==> src/rtl/gp_cmd_queue.sv <==
// gp_cmd_queue: draw-command FIFO feeding the graphics processor one command at a time.
// Commands are popped into operand registers, bottom-right is clamped to the 640x480
// screen, degenerate rectangles are discarded, and valid ones are issued over en/finish.
module gp_cmd_queue #(
    parameter int DEPTH = 8,
    parameter int AW    = 3
) (
    input  logic          clk,
    input  logic          rst,
    input  logic          push,
    input  logic          push_opcode,
    input  logic [9:0]    push_tl_x,
    input  logic [8:0]    push_tl_y,
    input  logic [9:0]    push_br_x,
    input  logic [8:0]    push_br_y,
    input  logic [11:0]   push_arg,
    input  logic          flush,
    output logic          full,
    output logic          empty,
    output logic [AW:0]   count,
    output logic          overflow,
    output logic          dropped,
    output logic          busy,
    output logic          gp_en,
    output logic          gp_opcode,
    output logic [9:0]    gp_tl_x,
    output logic [8:0]    gp_tl_y,
    output logic [9:0]    gp_br_x,
    output logic [8:0]    gp_br_y,
    output logic [11:0]   gp_arg,
    input  logic          gp_finish
);

    typedef enum logic [1:0] {
        ST_IDLE  = 2'd0,
        ST_CHECK = 2'd1,
        ST_ISSUE = 2'd2,
        ST_GAP   = 2'd3
    } state_t;

    typedef struct packed {
        logic        opcode;
        logic [9:0]  tl_x;
        logic [8:0]  tl_y;
        logic [9:0]  br_x;
        logic [8:0]  br_y;
        logic [11:0] arg;
    } cmd_t;

    localparam logic [9:0]  MAX_X     = 10'd639;
    localparam logic [8:0]  MAX_Y     = 9'd479;
    localparam logic [AW:0] DEPTH_CNT = (AW+1)'(DEPTH);
    localparam logic [AW:0] ZERO_CNT  = {(AW+1){1'b0}};

    cmd_t          mem_r [DEPTH];
    cmd_t          push_cmd_s;
    cmd_t          head_s;
    cmd_t          op_r;
    logic [AW-1:0] wr_ptr_r;
    logic [AW-1:0] rd_ptr_r;
    logic [AW:0]   count_r;
    logic [AW:0]   count_next_s;
    logic          full_r;
    logic          empty_r;
    logic          overflow_r;
    logic          dropped_r;
    logic          busy_r;
    logic          gp_en_r;
    state_t        state_r;
    state_t        state_next_s;
    logic          push_ok_s;
    logic          pop_s;
    logic          drop_s;
    logic          launch_s;
    logic          done_s;
    logic [9:0]    clamp_br_x_s;
    logic [8:0]    clamp_br_y_s;

    assign push_cmd_s   = '{push_opcode, push_tl_x, push_tl_y, push_br_x, push_br_y, push_arg};
    assign head_s       = mem_r[rd_ptr_r];
    // A push during flush is discarded; a push while full is rejected even if a pop frees a slot.
    assign push_ok_s    = push & ~flush & ~full_r;
    assign clamp_br_x_s = (op_r.br_x > MAX_X) ? MAX_X : op_r.br_x;
    assign clamp_br_y_s = (op_r.br_y > MAX_Y) ? MAX_Y : op_r.br_y;

    // Issue sequencer: next state and the one-cycle pop/drop/launch/done strobes.
    always_comb begin
        state_next_s = state_r;
        pop_s        = 1'b0;
        drop_s       = 1'b0;
        launch_s     = 1'b0;
        done_s       = 1'b0;
        case (state_r)
            ST_IDLE: begin
                if ((count_r != ZERO_CNT) && !flush) begin
                    pop_s        = 1'b1;
                    state_next_s = ST_CHECK;
                end else begin
                    state_next_s = ST_IDLE;
                end
            end
            ST_CHECK: begin
                if ((op_r.tl_x > clamp_br_x_s) || (op_r.tl_y > clamp_br_y_s)) begin
                    drop_s       = 1'b1;
                    state_next_s = ST_IDLE;
                end else begin
                    launch_s     = 1'b1;
                    state_next_s = ST_ISSUE;
                end
            end
            ST_ISSUE: begin
                if (gp_finish) begin
                    done_s       = 1'b1;
                    state_next_s = ST_GAP;
                end else begin
                    state_next_s = ST_ISSUE;
                end
            end
            ST_GAP: begin
                state_next_s = ST_IDLE;
            end
            default: begin
                state_next_s = ST_IDLE;
            end
        endcase
    end

    // Next occupancy: flush empties the queue, a simultaneous push and pop cancel out.
    always_comb begin
        count_next_s = count_r;
        if (flush) begin
            count_next_s = ZERO_CNT;
        end else begin
            case ({push_ok_s, pop_s})
                2'b10:   count_next_s = count_r + (AW+1)'(1);
                2'b01:   count_next_s = count_r - (AW+1)'(1);
                default: count_next_s = count_r;
            endcase
        end
    end

    // Command storage; contents need no reset because occupancy is tracked by count.
    always_ff @(posedge clk) begin
        if (push_ok_s) begin
            mem_r[wr_ptr_r] <= push_cmd_s;
        end
    end

    // Read/write pointers; flush snaps the read pointer onto the write pointer.
    always_ff @(posedge clk or posedge rst) begin
        if (rst) begin
            wr_ptr_r <= {AW{1'b0}};
            rd_ptr_r <= {AW{1'b0}};
        end else begin
            if (push_ok_s) begin
                wr_ptr_r <= wr_ptr_r + AW'(1);
            end
            if (flush) begin
                rd_ptr_r <= wr_ptr_r;
            end else if (pop_s) begin
                rd_ptr_r <= rd_ptr_r + AW'(1);
            end
        end
    end

    // Registered queue status and event pulses.
    always_ff @(posedge clk or posedge rst) begin
        if (rst) begin
            count_r    <= ZERO_CNT;
            full_r     <= 1'b0;
            empty_r    <= 1'b1;
            overflow_r <= 1'b0;
            dropped_r  <= 1'b0;
            busy_r     <= 1'b0;
        end else begin
            count_r    <= count_next_s;
            full_r     <= (count_next_s == DEPTH_CNT);
            empty_r    <= (count_next_s == ZERO_CNT);
            overflow_r <= push & ~flush & full_r;
            dropped_r  <= drop_s;
            busy_r     <= (state_next_s != ST_IDLE);
        end
    end

    // Sequencer state register.
    always_ff @(posedge clk or posedge rst) begin
        if (rst) begin
            state_r <= ST_IDLE;
        end else begin
            state_r <= state_next_s;
        end
    end

    // Operand registers: loaded on pop, bottom-right clamped in CHECK, frozen while issued.
    always_ff @(posedge clk or posedge rst) begin
        if (rst) begin
            op_r <= '0;
        end else if (pop_s) begin
            op_r <= head_s;
        end else if (state_r == ST_CHECK) begin
            op_r.br_x <= clamp_br_x_s;
            op_r.br_y <= clamp_br_y_s;
        end
    end

    // Command-valid strobe toward the graphics processor.
    always_ff @(posedge clk or posedge rst) begin
        if (rst) begin
            gp_en_r <= 1'b0;
        end else if (launch_s) begin
            gp_en_r <= 1'b1;
        end else if (done_s) begin
            gp_en_r <= 1'b0;
        end
    end

    assign full      = full_r;
    assign empty     = empty_r;
    assign count     = count_r;
    assign overflow  = overflow_r;
    assign dropped   = dropped_r;
    assign busy      = busy_r;
    assign gp_en     = gp_en_r;
    assign gp_opcode = op_r.opcode;
    assign gp_tl_x   = op_r.tl_x;
    assign gp_tl_y   = op_r.tl_y;
    assign gp_br_x   = op_r.br_x;
    assign gp_br_y   = op_r.br_y;
    assign gp_arg    = op_r.arg;

endmodule

==> config.mk <==
export PLATFORM = sky130hd
export DESIGN_NAME = gp_cmd_queue
export DESIGN_NICKNAME = d
export VERILOG_FILES = /design/src/rtl/gp_cmd_queue.sv
export SDC_FILE = /design/constraint.sdc
export NUM_CORES = 1
export LEC_CHECK = 0
export ABC_AREA = 1
export BUFFER_PORTS_ARGS = -buffer_cell sky130_fd_sc_hd__buf_2
export CORE_MARGIN = 1
export CORE_UTILIZATION = 30
export CTS_CLUSTER_DIAMETER = 150
export DETAILED_ROUTE_END_ITERATION = 8
export SYNTH_ARGS = -nofsm -noshare
export SYNTH_HDL_FRONTEND = slang
export SYNTH_SLANG_ARGS = --single-unit
==> constraint.sdc <==
create_clock -name clk -period 8.6 [get_ports clk]
set_input_delay 1.29 -clock clk [delete_from_list [all_inputs] [get_ports clk]]
set_output_delay 1.29 -clock clk [all_outputs]
set_load 0.05 [all_outputs]
==> results.yml, run 1 <==
yosys:
  synth_top_flop_cell: "edfxtp_1"
  synthTopCellsByArea: "edfxtp_1 (65%), dfrtp_1 (9.0%), o21ai_0 (5.5%)"
  synth_top_family_by_area: "compound AO/OA/AOI/OAI gates"
  synth_common_cells: "edfxtp_1 (408), nor2_1 (253), o21ai_0 (209)"
  ys_seq_area_frac: 0.737
  synth-xor-area-share: 0.00231
  yosys.area_share.simple: 0.104
  synthesis.area_um2: 19000
  synth_compound_area_frac: 0.106
  avgSynthCellArea_um2: 12.9
  yosys.cell_count.top_type: "edfxtp_1"
  yosys_warnings: 0
  synthMuxAreaShare: 0
  synth_cell_types: 37
  synth_top_cell_by_area: "edfxtp_1"
  synth_fp_nets: 1551
  async_reset_ff_frac: 0.145
  synth_fa_ha_area_frac: 0.0169
  synth_top_cell_area_share: 0.646
  synth_edf_count: 408
  ys_ff_latch: 477
  synthCells: 1470
pwr:
  ir_worst_vdd_uv: 207
  total_power_mw: 7.87
  power_density_nw_per_um2: 359
  leakagePower_nw: 7.75
critical_path:
  timing.rr.start: "rd_ptr_r[0]$_DFFE_PP0P_"
  required_ps: 9070
  startpoint: "flush"
  reg2reg_slack_ps: 5380
  path_max_fanout: 43
  startpoint_type: "primary input"
  r2r-end: "gp_br_y[3]$_DFFE_PP0P_"
  crit_arrival_ps: 3930
  critPathCaptureType: "flop"
  crit_end: "full$_DFF_PP0_"
  crit_type: "primary input to flop"
  rr_worst_depth: 6
clock_tree:
  path_clk_slew_ps: 60
  clockBufferDepth: 3
  cts-buffers-inserted: 49
  clk_latency_ps: 600
  numClockSinks: 477
  cts_resized: 0
  hold_buffers: 0
  cts_root_buffer: "clkbuf_16"
  cts_tree: "built"
  h-tree-depth: 2
  cts_setup_buffers: 0
global_route:
  antenna_found_initial: 7
  grt_pass1_vias: 11900
  track_usage: 0.156
  grt_max_degree: 106
  grt-ovfl-total: 0
  grt_pass1_wl_um: 75200
die:
  coreArea_um2: 62100
  start_util: 0.306
  fp.dieArea_um2: 64200
  die-width_um: 253
  die_h_um: 253
  rows: 91
  ios: 117
detailed_routing:
  drtPass1Iterations: 5
  wl_per_cell_um: 20.4
  viasPerCell: 4.91
  dr_total_vias: 12000
  drt_iter0_markers: 1128
  antenna_left: 0
  drc: 0
  postRouteWirelength_um: 49800
sta:
  fmax_mhz: 289
  rsz0062_at_grt: "false"
  slew_violations: 0
  setup-tns-final_ps: 0
  finalSetupViolCount: 0
  tightestPinTransition_ps: 1120
  period_needed_ps: 3460
  relSlewSlack: 0.252
  fin_skew_ps: 24.0
  finalHoldViolCount: 0
  setup_ws_ps: 5140
  post-route-period-util: 0.402
placement:
  place_congestion: 0.785
  port_buffers: 116
  place_hpwl_um: 27200
  dpl_worst_slack_ps: 4520
min_path:
  hold_path_class: "flop to flop"
status:
  status: "completed"
flow_run:
  max_cap_viol_count: 0
finish:
  final-seq-area_um2: 14000
  drive_gt1_frac: 0.147
  fillCellCount: 5967
  layout.nets: 1646
  multi_input_area_um2: 4410
  area_growth_pct: 15.6
## registers in the layout (all words and copies together), names as in the netlist
name and count:
gp_br_y 9, overflow 1, dropped 1, gp_opcode 1
gp_br_x 10, gp_en 1, mem_r 408, gp_tl_x 10
full 1, count 4, state_r 2, gp_tl_y 9
empty 1, busy 1, gp_arg 12, wr_ptr_r 3
rd_ptr_r 3
## final cells by class
cell class	count	area share
clock buffer	70	0.0627
multi-input combinational	860	0.201
clock inverter	20	0.0106
inverter	43	0.00753
tap	837	0.0478
antenna	1	0.000114
sequential	477	0.638
timing repair buffer	134	0.0326
## stage by stage
stage,cell area [um^2],hold WS [ps],cells,util
final,21900,481,2442,0.353
after global routing,21900,519,2441,0.353
after CTS,21900,481,2441,0.353
after detailed placement,20300,466,2351,0.327
after global placement,20300,467,2351,0.327
after floorplan,19000,492,1470,-
## worst max-delay path, cell delays in order
cell and delay, ps:
buf_2 150, inv_2 150, nand4_4 790, inv_2 250, ha_1 280, inv_1 80
fa_1 440, a211oi_1 270, nand3b_1 170, nor2_1 60
## per-layer routing
metal	up-vias	wire [um]	track usage
met5	-	30	0
met4	6	1170	0.0495
met3	84	3150	0.0268
met2	374	23800	0.255
met1	5967	21700	0.211
li1	5555	-	-
## how the worst min path moves through the flow
| stage | from | endpoint | slack (ps) | cells after the start |
|---|---|---|---|---|
| global placement | gp_arg[11]$_DFFE_PP0P_ | gp_arg[11]$_DFFE_PP0P_ | 470 | 2 |
| CTS | gp_arg[9]$_DFFE_PP0P_ | gp_arg[9]$_DFFE_PP0P_ | 480 | 2 |
| floorplan | state_r[1]$_DFF_PP0_ | state_r[1]$_DFF_PP0_ | 490 | 2 |
| detailed placement | gp_arg[9]$_DFFE_PP0P_ | gp_arg[9]$_DFFE_PP0P_ | 470 | 2 |
| finish | gp_arg[9]$_DFFE_PP0P_ | gp_arg[9]$_DFFE_PP0P_ | 480 | 2 |
| global route | gp_arg[0]$_DFFE_PP0P_ | gp_arg[0]$_DFFE_PP0P_ | 520 | 2 |
## layout by cell type, fill, tap and decap left out, types with 2 or more instances in the layout
cell type,Yosys,layout
clkinv_8,0,2
or2_2,6,6
nand4_1,4,4
inv_2,4,4
clkbuf_8,0,7
nor2_1,253,245
o22ai_1,21,21
bufinv_16,0,4
nor3_1,5,5
o211ai_1,29,29
buf_2,38,116
a21oi_1,13,13
clkinv_2,0,9
nor2_4,0,8
clkinvlp_4,0,3
edfxtp_1,408,408
xnor2_1,3,3
dfrtp_1,68,65
nand2_1,148,148
dfrtp_2,0,2
clkinv_1,0,2
clkbuf_1,34,14
o21ai_1,18,18
inv_1,38,37
o221ai_1,49,49
o21ai_0,209,209
ha_1,24,24
buf_4,11,18
nand3_1,65,65
clkbuf_16,0,49
xor2_1,2,2
## cells by family after synthesis
family / Yosys count
buffers and inverters: 133
and+or+nand+nor: 487
adders and majority gates: 25
AOI/OAI and AO/OA: 343
xor gates and xnor gates: 5
DFF: 477
## report_power, final
| group | internal, mW | switching (mW) | leakage (nW) |
|---|---|---|---|
| registers | 2.82 | 0.265 | 4.53 |
| logic | 0.692 | 1.98 | 2.44 |
| clock network | 1.24 | 0.881 | 0.780 |
Power figures use the tool's default switching activity.
==> run 2: changes to the inputs <==
ABC_AREA = 0   (was 1)
clock period = 2.9 ns   (was 8.6 ns; I/O delays follow)
==> run 2 against run 1 <==
Compared with the run above:
- first-iteration DRC count fell by 34%
- clock skew shrank 14 ps
- non-clock buffer count is 19 higher
- die area shrank 2.4%
- combinational power grew to 2.5 times the previous value
- critical endpoint is now count[3]$_DFF_PP0_
- largest cell class unchanged
==> results.yml, run 2 <==
status:
  status: "completed"
die:
  fp.dieArea_um2: 62700
  die_h_um: 250
  rows: 90
  start_util: 0.305
  die-width_um: 250
  coreArea_um2: 60700
  ios: 117
sta:
  fmax_mhz: 395
  relSlewSlack: 0.380
  tightestPinTransition_ps: 929
  finalSetupViolCount: 0
  rsz0062_at_grt: "false"
  fin_skew_ps: 10.3
  finalHoldViolCount: 0
  post-route-period-util: 0.872
  period_needed_ps: 2530
  slew_violations: 0
finish:
  layout.nets: 1165
  max_flop_register: "mem_r"
  drive_gt1_frac: 0.311
  postLayoutCellArea_um2: 21900
  layout_common_cells: "edfxtp_1 (408), buf_2 (116), mux4_2 (102), dfrtp_1 (62), nand2_1 (54)"
  largest_reg_flops: 408
  layout_commonest_cell: "edfxtp_1"
  area_growth_pct: 18.4
detailed_routing:
  wl_per_cell_um: 22.1
  postRouteWirelength_um: 42100
  antenna_left: 0
  drtPass1Iterations: 5
  drc: 0
  dr_total_vias: 9099
  viasPerCell: 4.78
  drt_iter0_markers: 741
global_route:
  grt_max_degree: 83
  grt_pass1_vias: 9444
  grt-ovfl-total: 0
  track_usage: 0.136
  antenna_found_initial: 7
  grt_pass1_wl_um: 62700
flow_run:
  max_cap_viol_count: 0
yosys:
  async_reset_ff_frac: 0.145
  avgSynthCellArea_um2: 20.1
  synth_top_flop_cell: "edfxtp_1"
  synthTopCellsByArea: "edfxtp_1 (66%), mux4_2 (12%), dfrtp_1 (9.2%)"
  ys_ff_latch: 477
  synth_edf_count: 408
  synth_top_cell_by_area: "edfxtp_1"
  synthesis.area_um2: 18500
  yosys_warnings: 0
  synthCells: 923
  synth_top_cell_area_share: 0.662
  synth_fp_nets: 1004
  synth_common_cells: "edfxtp_1 (408), mux4_2 (102), dfrtp_1 (68)"
  yosys.cell_count.top_type: "edfxtp_1"
  ys_seq_area_frac: 0.755
  synth_cell_types: 45
clock_tree:
  numClockSinks: 477
  cts_tree: "built"
  h-tree-depth: 2
  path_clk_slew_ps: 60
  cts_root_buffer: "clkbuf_16"
  cts_setup_buffers: 0
  clockBufferDepth: 3
  clk_latency_ps: 570
  hold_buffers: 0
  cts_resized: 0
  cts-buffers-inserted: 48
critical_path:
  crit_type: "flop to flop"
  critPathCaptureType: "flop"
  slowest_stage: "dfrtp_1"
  crit_arrival_ps: 2980
  required_ps: 3350
  cp_cell_sequence: "nor3_1, o41ai_4, inv_2, ha_1, ha_1, a21o_1, a21oi_1, xnor2_1, a21oi_1, or2_2"
  startpoint_type: "flop"
  worst_path_largest_cell_delay_ps: 400
  path_max_fanout: 4
placement:
  place_congestion: 0.820
  placed_area_um2: 20400
  place_hpwl_um: 26000
  port_buffers: 116
pwr:
  power_density_nw_per_um2: 991
  ir_worst_vdd_uv: 482
  total_power_mw: 21.7
  leakagePower_nw: 7.57
min_path:
  hold_path_class: "primary input to async pin"
==> run 2: cell count changes in the layout (fill, tap and decap cells not counted), sizes merged, moves of 28 or more <==
cell and change:
nor2 -218, o21ai -183, mux4 +102, nand2 -94, nand3 -61, mux2i +51, o221ai -48, inv -28
o211ai -28
==> run 2: worst paths after layout <==
kind | from | to | slack [ps] | depth (start not counted)
hold / removal | rst | gp_tl_x[3]$_DFFE_PP0P_ | 30 | 2
setup / recovery | state_r[0]$_DFF_PP0_ | count[3]$_DFF_PP0_ | 370 | 10
min in group clk | flush | count[2]$_DFF_PP0_ | 120 | 2
hold reg to reg | gp_arg[0]$_DFFE_PP0P_ | gp_arg[0]$_DFFE_PP0P_ | 490 | 2
setup reg to reg | state_r[0]$_DFF_PP0_ | count[3]$_DFF_PP0_ | 370 | 10
max in group asynchronous | rst | gp_arg[6]$_DFFE_PP0P_ | 2080 | 3
==> run 2: metal layers <==
| layer | wire [um] | vias to the layer above | share of wire | global-route usage |
|---|---|---|---|---|
| li1 | - | 4017 | - | - |
| met1 | 18900 | 4772 | 0.45 | 0.189 |
| met2 | 19200 | 242 | 0.45 | 0.208 |
| met3 | 3270 | 58 | 0.078 | 0.0403 |
| met4 | 722 | 10 | 0.017 | 0.0358 |
| met5 | 63 | - | 0.0015 | 0 |
==> run 2: worst max-delay path, delay by kind of cell (launching register included) <==
family | cells | cell delay [ps]
AOI/OAI and AO/OA | 4 | 630
and+or+nand+nor | 2 | 640
adders and majority gates | 2 | 510
DFF | 1 | 400
buffers and inverters | 1 | 80
xor gates and xnor gates | 1 | 150
==> run 2: area by class of cell <==
cell class	count	area [um^2]
Antenna cell	1	2.50
Tap cell	782	978
Multi-Input combinational cell	388	4300
Timing Repair Buffer	153	1110
Clock buffer	65	1330
Clock inverter	23	156
Fill cell	5573	38800
Inverter	16	61.3
Sequential cell	477	14000
==> run 2: per-stage QoR <==
| stage | worst slack, ps | utilization | setup TNS, ps | std cells | hold WS, ps |
|---|---|---|---|---|---|
| after detailed placement | 234 | 0.337 | 0 | 1816 | 480 |
| after global routing | 157 | 0.361 | 0 | 1904 | 85.4 |
| after CTS | 375 | 0.361 | 0 | 1904 | 51.5 |
| after global placement | 303 | 0.337 | 0 | 1816 | 475 |
| final | 371 | 0.361 | 0 | 1905 | 33.3 |
| after floorplan | -837 | - | -164530 | 923 | 499 |
==> run 2: where the power goes <==
| group | total, mW | switching, mW | leakage [nW] | internal [mW] |
|---|---|---|---|---|
| logic | 6.73 | 4.02 | 2.31 | 2.71 |
| registers | 9.13 | 0.796 | 4.53 | 8.33 |
| clock network | 5.86 | 2.49 | 0.732 | 3.37 |
==> run 2: cell families (layout without fill, tap and decap cells) <==
logic type / Yosys count / after routing / synth area share
multiplexers: 154 / 154 / 0.152
AND/OR/NAND/NOR: 120 / 120 / 0.0290
AO/OA/AOI/OAI: 82 / 82 / 0.0259
flip-flops: 477 / 477 / 0.755
buffers and inverters: 58 / 257 / 0.0169
other: 0 / 1 / 0
adder cells (fa/ha/maj): 25 / 25 / 0.0173
XOR/XNOR: 7 / 7 / 0.00331
==> run 3: changes to the inputs <==
CORE_UTILIZATION = 45   (was 30)
CTS_BUF_LIST = sky130_fd_sc_hd__clkbuf_8   (was default)
==> run 3 against run 2 <==
Compared with the run above:
- clock power is 0.7% lower
- cell count is 10% lower
- non-clock buffer count is 3 lower
- sequential power is 0.4% lower
==> results.yml, run 3 (synthesis results as in run 2) <==
status:
  status: "completed"
sta:
  post-route-period-util: 0.883
  finalHoldViolCount: 0
  fmax_mhz: 391
  finalSetupViolCount: 0
  holdWs_ps: 89.5
  rsz0062_at_grt: "false"
  period_needed_ps: 2560
  slew_violations: 0
  relSlewSlack: 0.423
  fin_skew_ps: 14.0
  tightestPinTransition_ps: 865
global_route:
  grt_pass1_vias: 9487
  track_usage: 0.194
  grt_pass1_wl_um: 58800
  grt_max_degree: 83
  antenna_found_initial: 4
  grt-ovfl-total: 0
detailed_routing:
  drc: 0
  drt_iter0_markers: 513
  postRouteWirelength_um: 39000
  dr_total_vias: 9082
  drtPass1Iterations: 4
  antenna_left: 0
  wl_per_cell_um: 22.9
  viasPerCell: 5.32
critical_path:
  required_ps: 3420
  path_depth: 9
  critPathCaptureType: "flop"
  slowest_stage: "a2111oi_2"
  cp_cell_sequence: "inv_1, nor2_1, nor2_1, ha_1, a21o_1, a21o_1, a2111oi_2, o221ai_1, nand3_1"
  crit_arrival_ps: 3080
  critPathTopFamily: "compound AO/OA/AOI/OAI gates"
  path_max_fanout: 7
  cp_num_buf_inv: 1
  startpoint_type: "flop"
  rr_worst_depth: 9
  crit_type: "flop to flop"
  worst_path_largest_cell_delay_ps: 500
finish:
  layout_common_cells: "edfxtp_1 (408), buf_2 (116), mux4_2 (102), clkbuf_8 (99), dfrtp_1 (62)"
  layout_commonest_cell: "edfxtp_1"
  layout.nets: 1193
  area_growth_pct: 17.2
  largest_reg_flops: 408
  max_flop_register: "mem_r"
  drive_gt1_frac: 0.331
  final_util: 0.540
  fillCellCount: 3226
clock_tree:
  path_clk_slew_ps: 60
  cts_root_buffer: "clkbuf_8"
  cts_setup_buffers: 0
  clk_latency_ps: 610
  numClockSinks: 477
  clockBufferDepth: 3
  h-tree-depth: 3
  cts_tree: "built"
  cts-buffers-inserted: 79
die:
  coreArea_um2: 40200
  die-width_um: 205
  rows: 73
  fp.dieArea_um2: 41900
  start_util: 0.461
  ios: 117
  die_h_um: 205
flow_run:
  max_cap_viol_count: 0
pwr:
  ir_worst_vdd_uv: 373
  power_density_nw_per_um2: 992
  total_power_mw: 21.5
  leakagePower_nw: 7.74
placement:
  port_buffers: 116
  place_congestion: 0.775
  place_hpwl_um: 23000
min_path:
  hold_depth: 2
  hold_path_class: "primary input to flop"
[run 3: cell count changes in the layout (fill, tap and decap cells not counted), sizes merged]
cell	change
buf	-4
clkbuf	+34
clkinvlp	+2
diode	+2
dlygate4sd3	+1
clkinv	-2
inv	+25
[run 3: layout make-up]
class / instances / area, um^2 / area share
timing repair buffer: 150 / 1050 / 0.0485
sequential: 477 / 14000 / 0.645
inverter: 16 / 61.3 / 0.00283
clock buffer: 99 / 1360 / 0.0628
clock inverter: 48 / 254 / 0.0117
multi-input combinational: 388 / 4300 / 0.198
tap: 525 / 657 / 0.0303
antenna: 3 / 7.51 / 0.000346
[run 3: path summary, 6_finish.rpt]
kind / endpoint / start / slack, ps
min in group asynchronous: gp_arg[7]$_DFFE_PP0P_ / rst / 400
setup / recovery: busy$_DFF_PP0_ / gp_br_x[9]$_DFFE_PP0P_ / 340
hold / removal: overflow$_DFF_PP0_ / push / 90
max in group asynchronous: gp_tl_y[6]$_DFFE_PP0P_ / rst / 1720
setup reg to reg: busy$_DFF_PP0_ / gp_br_x[9]$_DFFE_PP0P_ / 340
hold reg to reg: gp_arg[7]$_DFFE_PP0P_ / gp_arg[7]$_DFFE_PP0P_ / 480
[run 3: report_power, final]
group | leakage [nW] | internal (mW) | switching (mW)
Combinational | 2.29 | 2.66 | 3.94
Sequential | 4.53 | 8.34 | 0.751
Clock | 0.921 | 3.25 | 2.57
[run 3: layer usage]
metal | track usage | part of all wire | wire, um | vias to the layer above
met1 | 0.273 | 0.45 | 17800 | 4708
li1 | - | - | - | 4105
met2 | 0.300 | 0.47 | 18500 | 228
met5 | 0 | 0.00033 | 13 | -
met4 | 0.0693 | 0.019 | 740 | 2
met3 | 0.0380 | 0.052 | 2050 | 39
[run 3: per-stage QoR]
step,setup TNS [ps],worst slack [ps],instances,area [um^2]
floorplan,-164530,-837,923,18600
global placement,0,313,1555,20000
detailed placement,0,279,1555,20000
CTS,0,337,1703,21700
global route,0,135,1705,21700
finish,0,340,1706,21700
[run 3: what timing repair did]
| action | in CTS | in global routing |
|---|---|---|
| hold endpoints to repair | 26 | 0 |
| hold buffers | 1 | 0 |
| gates resized for setup | 0 | 0 |
